<file path="src/rtl/spi_reg_bridge.sv">
// ============================================================================
// Module   : spi_reg_bridge
// Brief    : Byte-level command bridge from an SPI slave to 7 r/w registers
//            plus a read-only status byte. Option: SPI_REG_BRIDGE_AUTOINC_EN.
// Revision : 1.0 - initial release
// ============================================================================
`default_nettype none

module spi_reg_bridge #(
  parameter logic [7:0] REG_RESET = 8'h00
) (
  input  logic       clk,
  input  logic       n_reset,
  input  logic       ss,
  input  logic [7:0] rx_data,
  input  logic       rx_valid,
  output logic [7:0] send_buffer,
  input  logic [7:0] status_in,
  output logic [7:0] ctrl_reg,
  output logic       wr_strobe,
  output logic [2:0] wr_addr,
  output logic [7:0] wr_data,
  output logic       frame_err
);

`ifdef SPI_REG_BRIDGE_AUTOINC_EN
  localparam bit c_autoinc = 1'b1;
`else
  localparam bit c_autoinc = 1'b0;
`endif

  typedef enum logic [1:0] {
    IDLE  = 2'd0,
    CMD   = 2'd1,
    WRITE = 2'd2,
    READ  = 2'd3
  } state_t;

  state_t     r_state;
  logic       r_ss_meta;
  logic       r_ss_s;
  logic       r_ss_d;
  logic [1:0] r_live;
  logic [7:0] r_regs [0:6];
  logic [2:0] r_ptr;
  logic       r_load;
  logic       r_first;
  logic [7:0] w_rd_data;
  logic       w_ss_fall;
  logic       w_take;

  // The edge detector only trusts ss_s once it holds a genuinely sampled value,
  // so ss held low across reset release never fakes a frame start.
  always_ff @(posedge clk or negedge n_reset) begin
    if (!n_reset) begin
      r_ss_meta <= 1'b1;
      r_ss_s    <= 1'b1;
      r_ss_d    <= 1'b0;
      r_live    <= 2'b00;
    end else begin
      r_ss_meta <= ss;
      r_ss_s    <= r_ss_meta;
      r_live    <= {r_live[0], 1'b1};
      r_ss_d    <= r_ss_s & r_live[1];
    end
  end

  assign w_ss_fall = r_ss_d & ~r_ss_s;
  assign w_take    = c_autoinc | r_first;
  assign ctrl_reg  = r_regs[0];

  always_comb begin
    w_rd_data = status_in;
    if (r_ptr != 3'd7) w_rd_data = r_regs[r_ptr];
  end

  always_ff @(posedge clk or negedge n_reset) begin
    if (!n_reset) begin
      r_state     <= IDLE;
      for (int i = 0; i < 7; i++) r_regs[i] <= REG_RESET;
      r_ptr       <= 3'd0;
      r_load      <= 1'b0;
      r_first     <= 1'b0;
      send_buffer <= 8'h00;
      wr_strobe   <= 1'b0;
      wr_addr     <= 3'd0;
      wr_data     <= 8'h00;
      frame_err   <= 1'b0;
    end else begin
      wr_strobe <= 1'b0;
      r_load    <= 1'b0;
      case (r_state)
        IDLE: begin
          send_buffer <= 8'h00;
          if (w_ss_fall) r_state <= CMD;
        end
        CMD: begin
          send_buffer <= 8'h00;
          if (rx_valid) begin
            r_ptr   <= rx_data[2:0];
            r_first <= 1'b1;
            if (rx_data[7]) begin
              r_state <= WRITE;
            end else begin
              r_state <= READ;
              r_load  <= 1'b1;
            end
          end
        end
        WRITE: begin
          if (rx_valid) begin
            r_first <= 1'b0;
            if (c_autoinc) r_ptr <= r_ptr + 3'd1;
            if (!w_take || r_ptr == 3'd7) begin
              frame_err <= 1'b1;
            end else begin
              r_regs[r_ptr] <= rx_data;
              wr_strobe     <= 1'b1;
              wr_addr       <= r_ptr;
              wr_data       <= rx_data;
            end
          end
        end
        READ: begin
          if (r_load) send_buffer <= w_rd_data;
          if (c_autoinc && rx_valid) begin
            r_ptr  <= r_ptr + 3'd1;
            r_load <= 1'b1;
          end
        end
        default: r_state <= IDLE;
      endcase
      // A byte arriving in the same cycle ss_s rises was still handled above.
      if (r_ss_s && r_state != IDLE) begin
        r_state     <= IDLE;
        send_buffer <= 8'h00;
      end
    end
  end

endmodule

`default_nettype wire
</file>
<file path="config.mk">
export PLATFORM = sky130hd
export DESIGN_NAME = spi_reg_bridge
export DESIGN_NICKNAME = d
export VERILOG_FILES = /design/src/rtl/spi_reg_bridge.sv
export SDC_FILE = /design/constraint.sdc
export NUM_CORES = 1
export LEC_CHECK = 0
export ABC_AREA = 1
export CORE_UTILIZATION = 25
export CTS_CLUSTER_SIZE = 20
export DETAILED_ROUTE_END_ITERATION = 10
export GPL_TIMING_DRIVEN = 0
export PLACE_DENSITY = 0.44
export SYNTH_ARGS = -nofsm -noshare
export SYNTH_HDL_FRONTEND = slang
export SYNTH_SLANG_ARGS = --single-unit
</file>
<file path="constraint.sdc">
create_clock -name clk -period 1.8 [get_ports clk]
set_input_delay 0.36 -clock clk [delete_from_list [all_inputs] [get_ports clk]]
set_output_delay 0.36 -clock clk [all_outputs]
set_load 0.02 [all_outputs]
</file>
==> impl_metrics.json, run 1 <==
{
  "outcome": "finished with violations",
  "failed_checks": "hold timing",
  "synth.most_common_cell": "nand2_1",
  "wire_per_inst_um": 14.7,
  "critPathMostFrequentCell": "inv_4",
  "synth_common_cells": "150 x nand2_1, 87 x dfrtp_1, 52 x inv_1, 52 x o21ai_1, 40 x nor2_1",
  "crit_start": "r_ptr[2]",
  "ys_warn_count": 0,
  "wirelength_um": 11300,
  "grt_pass1_wl_um": 18500,
  "regMostFlops": "r_regs",
  "hp-class": "in2async",
  "grt_util_met3_pct": 2.81,
  "worst_pin_slew_ps": 536,
  "path_clk_slew_ps": 70,
  "fillCellCount": 1778,
  "post-place-ws_ps": -261,
  "largest_register_ffs": 48,
  "grt_max_degree": 52,
  "netlist_area_mm2": 0.00412,
  "core-area_mm2": 0.0160,
  "synthFlopType": "dfrtp_1",
  "rows": 46,
  "power_density_mw_per_mm2": 1570,
  "vias": 3242,
  "crit_required_ps": 2000,
  "synthTopCellsByArea": "dfrtp_1 53%, nand2_1 14%, o21ai_1 6.3%, inv_1 4.7%, nor2_1 3.6%",
  "setup_viol": 0,
  "async_reset_ff_share_pct": 100,
  "max_cap_violations": 0,
  "worstSetupPathType": "reg2reg",
  "finalPower_mw": 8.30,
  "cp_max_fo": 10,
  "critical-path-max-stage-delay_ps": 470,
  "num_antenna_cells": 0,
  "synth_fp_nets": 506,
  "syn_inst": 486,
  "synth_seq_cells": 89,
  "first_pass_iters": 4,
  "r2r_slack_ps": 120,
  "start_util_pct": 25.8,
  "regArea_mm2": 0.00223,
  "die_area_mm2": 0.0170,
  "arrival_ps": 1890,
  "path_cells": "nand2_2 -> inv_4 -> nand2_8 -> nand2_4 -> nor2_8 -> buf_12 -> inv_4 -> buf_2 -> nand2_1 -> o21ai_0",
  "clock-sinks": 89,
  "relSlewSlack_pct": 64.3,
  "cts_buffer_depth": 2,
  "antenna_found_initial": 0,
  "nets": 570,
  "synthDistinctLibCells": 27,
  "finalMaxSlewViolations": 0,
  "die_h_um": 130,
  "peakVddDrop_v": 0.000586,
  "drc": 0,
  "reg2reg_from": "r_ptr[2]",
  "crit_path_end": "wr_data[0]",
  "groute.layer.met2.usage_pct": 23.0,
  "multiInputGateArea_mm2": 0.00150,
  "fin_crit_ps": 1680,
  "htree_num_levels": 3,
  "fmax_mhz": 594,
  "grt_overflow": 0,
  "utilization_pct": 33.0,
  "drtIter0Drc": 127,
  "globalplace.congestion": 0.774,
  "yosysSeqAreaShare_pct": 54.1,
  "setup.worst_path.start_class": "flop",
  "syn_to_final_growth_pct": 28.2,
  "clk_latency_ps": 350,
  "busiest_layer": "met2",
  "r2r_end": "wr_data[0]",
  "grt_pass1_vias": 3262,
  "synth_edf_count": 0,
  "cts_tree": "built",
  "rsz0062_at_grt": "false",
  "hold_ws_ps": -10.3,
  "grt_usage_pct": 14.8,
  "die_w_um": 130,
  "fin_crit_sh_pct": 93.6,
  "finalHoldViolCount": 9,
  "ctsHoldBuffers": 0,
  "port_buffers": 48,
  "drive_above_1_share_pct": 13.0,
  "fin_skew_ps": 9.49,
  "cp-end-kind": "flop",
  "cts-root-buf": "clkbuf_16",
  "viasPerCell": 4.20,
  "avgSynthCellArea_um2": 8.48,
  "cp_slowest_cell": "dfrtp_1",
  "ff2ff_path_depth": 10,
  "synth_top_area_share_pct": 52.8,
  "dpl.hpwl_um": 7950,
  "leakagePower_nw": 2.66,
  "drtAntennaViolNets": 0,
  "layout_setup_ws_ps": 116,
  "yosysTopAreaCell": "dfrtp_1",
  "grtUsageMet1_pct": 20.7,
  "cts_buffers": 9,
  "pin_count": 49
}
logic make-up (layout without fill, tap and decap cells):
family	count (synthesis)	in the layout	synth area share, %
simple gates	221	221	23.3
other cells	1	1	0.0910
buf+inv	78	147	9.44
compound gates	97	97	13.1
flops	89	89	54.1
worst min-delay path by stage:
| stage | end | slack [ps] |
|---|---|---|
| 3_5_place_dp | r_live[1] | 340 |
| 2_1_floorplan | ctrl_reg[0] | 60 |
| 4_1_cts | frame_err | 9 |
| 3_3_place_gp | r_live[1] | 330 |
| 5_1_grt | frame_err | 30 |
| 6_report | frame_err | -10 |
metrics by stage:
stage	setup TNS, ps	instance area, um^2	std cells
floorplan	0	4120	486
global placement	-281410	4870	750
detailed placement	-12940	4900	751
CTS	0	5220	767
global route	0	5280	771
finish	0	5280	771
routing by layer:
layer	share of wire (%)	wire length [um]
met1	50	5670
met2	44	5030
met3	4.0	453
met4	1.4	153
met5	0	0
worst max-delay path, delay by kind of cell (launching register included):
family | cells | cell delay [ps]
AOI/OAI and AO/OA | 1 | 80
buffers and inverters | 4 | 450
DFF | 1 | 470
and+or+nand+nor | 5 | 540
cell usage in the layout (no fill, tap or decap), types with 2 or more instances in the layout:
cell	Yosys	routed
nand2_1	150	150
dfrtp_1	87	87
inv_1	52	52
o21ai_1	52	52
nor2_1	40	40
clkdlybuf4s50_1	0	39
o21ai_0	28	28
nand3_1	14	14
buf_4	9	13
clkbuf_16	0	9
nand2_4	8	8
buf_6	7	8
o21ai_2	8	8
o211ai_1	6	6
clkbuf_8	0	4
dlymetal6s2s_1	0	4
dlygate4sd2_1	0	4
or2_2	3	3
inv_4	2	2
buf_2	4	2
clkbuf_2	0	2
o21bai_1	2	2
dfstp_2	2	2
power breakdown:
part           switching (mW)  internal, mW  leakage (nW)
Clock                   0.803          1.23         0.158
Combinational            1.87          1.26          1.32
Sequential              0.440          2.70          1.18
timing repair:
| action | 4_1_cts | 5_1_grt |
|---|---|---|
| setup endpoints to repair | 6 | 39 |
| pin swaps | 0 | 1 |
| setup buffers | 0 | 4 |
| gates resized for setup | 5 | 8 |
layout make-up:
cell class | count | area share (%)
inverters | 54 | 3.93
repair buffers | 53 | 10.5
clock buffers | 13 | 5.31
clock inverters | 3 | 0.876
multi-input cells | 319 | 28.4
plain buffers | 24 | 3.65
flip-flops and latches | 89 | 42.2
well taps | 216 | 5.12
Note: power is estimated with default switching activity, not from simulation.
==> inputs of run 2 (changes only) <==
--- a/config.mk
+++ b/config.mk
@@ -10,7 +10,7 @@
 export CTS_CLUSTER_SIZE = 20
 export DETAILED_ROUTE_END_ITERATION = 10
 export GPL_TIMING_DRIVEN = 0
-export PLACE_DENSITY = 0.44
+export PLACE_DENSITY_LB_ADDON = 0.08
 export SYNTH_ARGS = -nofsm -noshare
 export SYNTH_HDL_FRONTEND = slang
 export SYNTH_SLANG_ARGS = --single-unit
==> impl_metrics.json, run 2 (synthesis results as in run 1) <==
{
  "mostFrequentLayoutCells": "150 x nand2_1, 87 x dfrtp_1, 52 x inv_1, 52 x o21ai_1",
  "max_cap_violations": 0,
  "drtAntennaViolNets": 0,
  "drive_above_1_share_pct": 12.6,
  "crit_buf_inv": 1,
  "crit_path_end": "wr_data[5]",
  "reg2reg_from": "r_ptr[0]",
  "r2r_end": "send_buffer[7]",
  "rsz0062_at_grt": "true",
  "dpl.hpwl_um": 8090,
  "outcome": "complete, no violations",
  "r2r_slack_ps": 130,
  "finalMaxSlewViolations": 0,
  "globalplace.congestion": 0.733,
  "viasPerCell": 4.28,
  "cts-root-buf": "clkbuf_16",
  "fin_crit_sh_pct": 94.1,
  "arrival_ps": 1330,
  "regMostFlops": "r_regs",
  "die_area_mm2": 0.0170,
  "grtUsageMet1_pct": 22.6,
  "fin_crit_ps": 1690,
  "layout.cells.most_common": "nand2_1",
  "first_pass_iters": 5,
  "multiInputGateArea_mm2": 0.00151,
  "peakVddDrop_v": 0.000703,
  "grt_usage_pct": 15.3,
  "busiest_layer": "met1",
  "vias": 3292,
  "grt_overflow": 0,
  "drtIter0Drc": 178,
  "clk_latency_ps": 350,
  "critical-path-max-stage-delay_ps": 620,
  "utilization_pct": 33.0,
  "ctsHoldBuffers": 0,
  "ff2ff_path_depth": 9,
  "clock-sinks": 89,
  "path_cells": "clkdlybuf4s50_1",
  "tns_ps": 0,
  "drc": 0,
  "port_buffers": 48,
  "crit_start": "wr_data[5]",
  "worstSetupPathType": "reg2out",
  "setup.worst_path.start_class": "flop",
  "grt_util_met3_pct": 3.42,
  "grt_max_degree": 50,
  "fin_skew_ps": 7.32,
  "pin_count": 49,
  "cts_buffer_depth": 2,
  "hp-class": "in2async",
  "nets": 570,
  "core-area_mm2": 0.0160,
  "finalHoldViolCount": 0,
  "groute.layer.met2.usage_pct": 22.0,
  "die_w_um": 130,
  "regArea_mm2": 0.00223,
  "fmax_mhz": 590,
  "die_h_um": 130,
  "rows": 46,
  "power_density_mw_per_mm2": 1580,
  "grt_pass1_wl_um": 18700,
  "cts_tree": "built",
  "syn_to_final_growth_pct": 28.1,
  "largest_register_ffs": 48,
  "cts_buffers": 9,
  "antenna_found_initial": 0,
  "fillCellCount": 1776,
  "grt_pass1_vias": 3222,
  "leakagePower_nw": 2.67,
  "wirelength_um": 11800,
  "setup_viol": 0,
  "cp_slowest_cell": "clkdlybuf4s50_1",
  "crit_family": "buffers and inverters",
  "crit_required_ps": 1440,
  "num_antenna_cells": 0,
  "relSlewSlack_pct": 61.8,
  "htree_num_levels": 3,
  "cp_max_fo": 2,
  "wire_per_inst_um": 15.4,
  "start_util_pct": 25.8,
  "cp-end-kind": "output port",
  "crit_cells": 1,
  "worst_pin_slew_ps": 573,
  "path_clk_slew_ps": 60
}
[run 2: cell types whose count changed in the layout (fill, tap and decap cells not counted), sizes merged]
cell	delta
buf	+1
clkbuf	-2
clkinvlp	-1
dlymetal6s2s	+1
bufinv	+1
dlygate4sd2	-1
[run 2: area by class of cell]
type,count,share of cell area (%)
Buffer,24,3.65
Clock buffer,12,4.67
Clock inverter,3,1.23
Tap cell,216,5.12
Sequential cell,89,42.2
Inverter,54,3.93
Multi-Input combinational cell,319,28.6
Timing Repair Buffer,53,10.5
[run 2: worst min-delay path by stage]
| stage | cells past startpoint | endpoint | slack, ps | start |
|---|---|---|---|---|
| 2_1_floorplan | 0 | ctrl_reg[0] | 60 | n_reset |
| 3_3_place_gp | 0 | r_live[1] | 330 | r_live[0] |
| 3_5_place_dp | 0 | r_live[1] | 350 | r_live[0] |
| 4_1_cts | 1 | wr_data[2] | 20 | n_reset |
| 5_1_grt | 1 | wr_data[2] | 30 | n_reset |
| 6_report | 1 | wr_data[2] | 2 | n_reset |
[run 2: layer usage]
layer,up-vias,routed length [um]
met5,-,0
met1,1552,6100
met2,89,4990
met4,0,143
met3,11,596
li1,1640,-
[run 2: report_power, final]
| part | switching, mW | internal (mW) | total, mW | leakage [nW] |
|---|---|---|---|---|
| registers | 0.449 | 2.70 | 3.15 | 1.18 |
| clock network | 0.773 | 1.25 | 2.02 | 0.153 |
| logic | 1.90 | 1.27 | 3.17 | 1.34 |
[run 2: timing repair]
item                                    CTS  global route
setup buffers                             0             4
gates resized for setup                   5            10
endpoints found under the setup margin    6            48
pin swaps                                 0             1
[run 2: through the flow]
step	total power, mW	instances	hold WS, ps	instance area (um^2)	worst slack, ps
6_report	8.34	770	2.18	5280	106
2_1_floorplan	5.15	486	64.4	4120	339
5_1_grt	8.99	770	33.2	5280	-5.79
4_1_cts	8.40	766	21.9	5210	0.0345
3_3_place_gp	6.31	750	333	4870	-3220
3_5_place_dp	6.34	751	347	4900	-243
==> inputs of run 3 (changes only) <==
--- a/config.mk
+++ b/config.mk
@@ -11,6 +11,7 @@
 export DETAILED_ROUTE_END_ITERATION = 10
 export GPL_TIMING_DRIVEN = 0
 export PLACE_DENSITY_LB_ADDON = 0.08
+export SETUP_SLACK_MARGIN = 0.5
 export SYNTH_ARGS = -nofsm -noshare
 export SYNTH_HDL_FRONTEND = slang
 export SYNTH_SLANG_ARGS = --single-unit
==> impl_metrics.json, run 3 (synthesis results as in run 1) <==
{
  "outcome": "complete, no violations",
  "peakVddDrop_v": 0.000696,
  "max_cap_violations": 0,
  "viasPerCell": 4.31,
  "wire_per_inst_um": 15.7,
  "p_comb_share_pct": 48.9,
  "rsz0062_at_grt": "true",
  "relSlewSlack_pct": 60.5,
  "drive_above_1_share_pct": 40.8,
  "finalPower_mw": 10.0,
  "p_sw_mw": 3.92,
  "htree_num_levels": 3,
  "crit_required_ps": 2020,
  "grt_overflow": 0,
  "fin_crit_sh_pct": 85.8,
  "die_h_um": 130,
  "start_util_pct": 25.8,
  "hp-class": "reg2reg",
  "cts_tree": "built",
  "mostFrequentLayoutCells": "110 x nand2_1, 83 x dfrtp_1, 49 x inv_1",
  "cp_max_fo": 7,
  "clock-sinks": 89,
  "drtIter0Drc": 146,
  "drtAntennaViolNets": 0,
  "finalHoldViolCount": 0,
  "switching_share_pct": 39.1,
  "layout.cells.most_common": "nand2_1",
  "grt_usage_pct": 16.3,
  "cp-end-kind": "flop",
  "die_area_mm2": 0.0170,
  "leakagePower_nw": 3.00,
  "dr_wl_met2_um": 5780,
  "cp_slowest_cell": "clkdlybuf4s50_1",
  "dpl.hpwl_um": 8140,
  "critical-path-max-stage-delay_ps": 550,
  "path_cells": "clkdlybuf4s50_1 -> nand3_4 -> nor2_8 -> buf_12 -> nand2_8 -> buf_8 -> nand2_2 -> o21ai_2",
  "met1Wirelength_um": 6390,
  "grt_max_degree": 58,
  "globalplace.congestion": 0.787,
  "grt_pass1_vias": 3436,
  "drc": 0,
  "seqPwrFrac_pct": 31.9,
  "setup.worst_path.start_class": "primary input",
  "power_density_mw_per_mm2": 1570,
  "fin_crit_ps": 1540,
  "regMostFlops": "r_regs",
  "internal_power_mw": 6.11,
  "stdcell_area_mm2": 0.00639,
  "largest_register_ffs": 48,
  "arrival_ps": 1770,
  "setup_viol": 0,
  "worst_pin_slew_ps": 591,
  "highest_layer": "met4",
  "clkPwrFrac_pct": 19.2,
  "syn_to_final_growth_pct": 54.9,
  "vias": 3539,
  "cts_buffer_depth": 2,
  "die_w_um": 130,
  "wirelength_um": 12900,
  "rows": 46,
  "nets": 620,
  "core-area_mm2": 0.0160,
  "cts-root-buf": "clkbuf_16",
  "cts_buffers": 9,
  "wl_met3_um": 461,
  "port_buffers": 48,
  "fin_skew_ps": 5.86,
  "pin_count": 49,
  "fmax_mhz": 648,
  "path_clk_slew_ps": 70,
  "worstSetupPathType": "in2reg",
  "place_area_mm2": 0.00493,
  "first_pass_iters": 6,
  "clk_latency_ps": 350,
  "antenna_found_initial": 0,
  "finalMaxSlewViolations": 0,
  "grt_pass1_wl_um": 19900,
  "num_antenna_cells": 0
}
run 3: changes by cell type in the layout (fill, tap and decap cells not counted), sizes merged, moves of 3 or more:
cell and delta:
dlygate4sd2 -3, clkinvlp +4, buf +76, clkdlybuf4s50 -21, dlymetal6s2s -5
run 3: power groups by stage:
stage	Clock [mW]	Sequential (mW)	Combinational (mW)
2_1_floorplan	0	3.21	2.00
3_3_place_gp	0	3.17	3.21
3_5_place_dp	0	3.18	3.22
4_1_cts	1.96	3.14	4.42
5_1_grt	2.06	3.30	5.36
6_report	1.92	3.20	4.90
run 3: area by class of cell:
| cell class | count | area (um^2) |
|---|---|---|
| clock inverters | 6 | 67.6 |
| multi-input cells | 319 | 1960 |
| repair buffers | 103 | 1090 |
| plain buffers | 24 | 319 |
| flip-flops and latches | 89 | 2230 |
| inverters | 54 | 220 |
| well taps | 216 | 270 |
| fillers | 1669 | 9610 |
| clock buffers | 10 | 229 |
run 3: metrics by stage:
step / util (%) / setup WS [ps] / setup TNS, ps / hold slack (ps) / std cells
floorplan: - / 339 / 0 / 64.4 / 486
global placement: 30.6 / -3290 / -300240 / 333 / 750
detailed placement: 30.8 / -236 / -11150 / 337 / 751
CTS: 37.1 / 248 / 0 / 353 / 811
global route: 39.9 / 207 / 0 / 356 / 821
finish: 39.9 / 256 / 0 / 350 / 821
run 3: path summary, 6_finish.rpt:
check	start	slack, ps	depth (start not counted)	end
worst max register to register	r_ptr[0]	260	9	ctrl_reg[6]
worst max-delay path	rx_valid	260	8	ctrl_reg[6]
max in group asynchronous	n_reset	680	3	r_ss_s
worst min-delay path	r_live[0]	350	0	r_live[1]
worst min register to register	r_live[0]	350	0	r_live[1]
min in group asynchronous	n_reset	470	2	send_buffer[7]
run 3: repair_timing:
| item | in CTS | in global routing |
|---|---|---|
| pin swaps | 32 | 23 |
| cloned | 7 | 4 |
| gates resized for setup | 228 | 94 |
| hold buffers | 1 | 0 |
| endpoints found under the setup margin | 106 | 130 |
| hold endpoints to repair | 22 | 0 |
| buffers inserted | 36 | 6 |
run 3: layer usage:
layer  vias to the layer above  global-route usage [%]
met2                        67                    24.1
met3                        15                    2.48
li1                       1773                       -
met1                      1684                    23.9
met4                         0                    6.29
met5                         -                       0
run 3: worst max-delay path: cells and delay by family:
kind | cells | cell delay, ps
and+or+nand+nor | 4 | 430
AOI/OAI and AO/OA | 1 | 40
buffers and inverters | 3 | 900
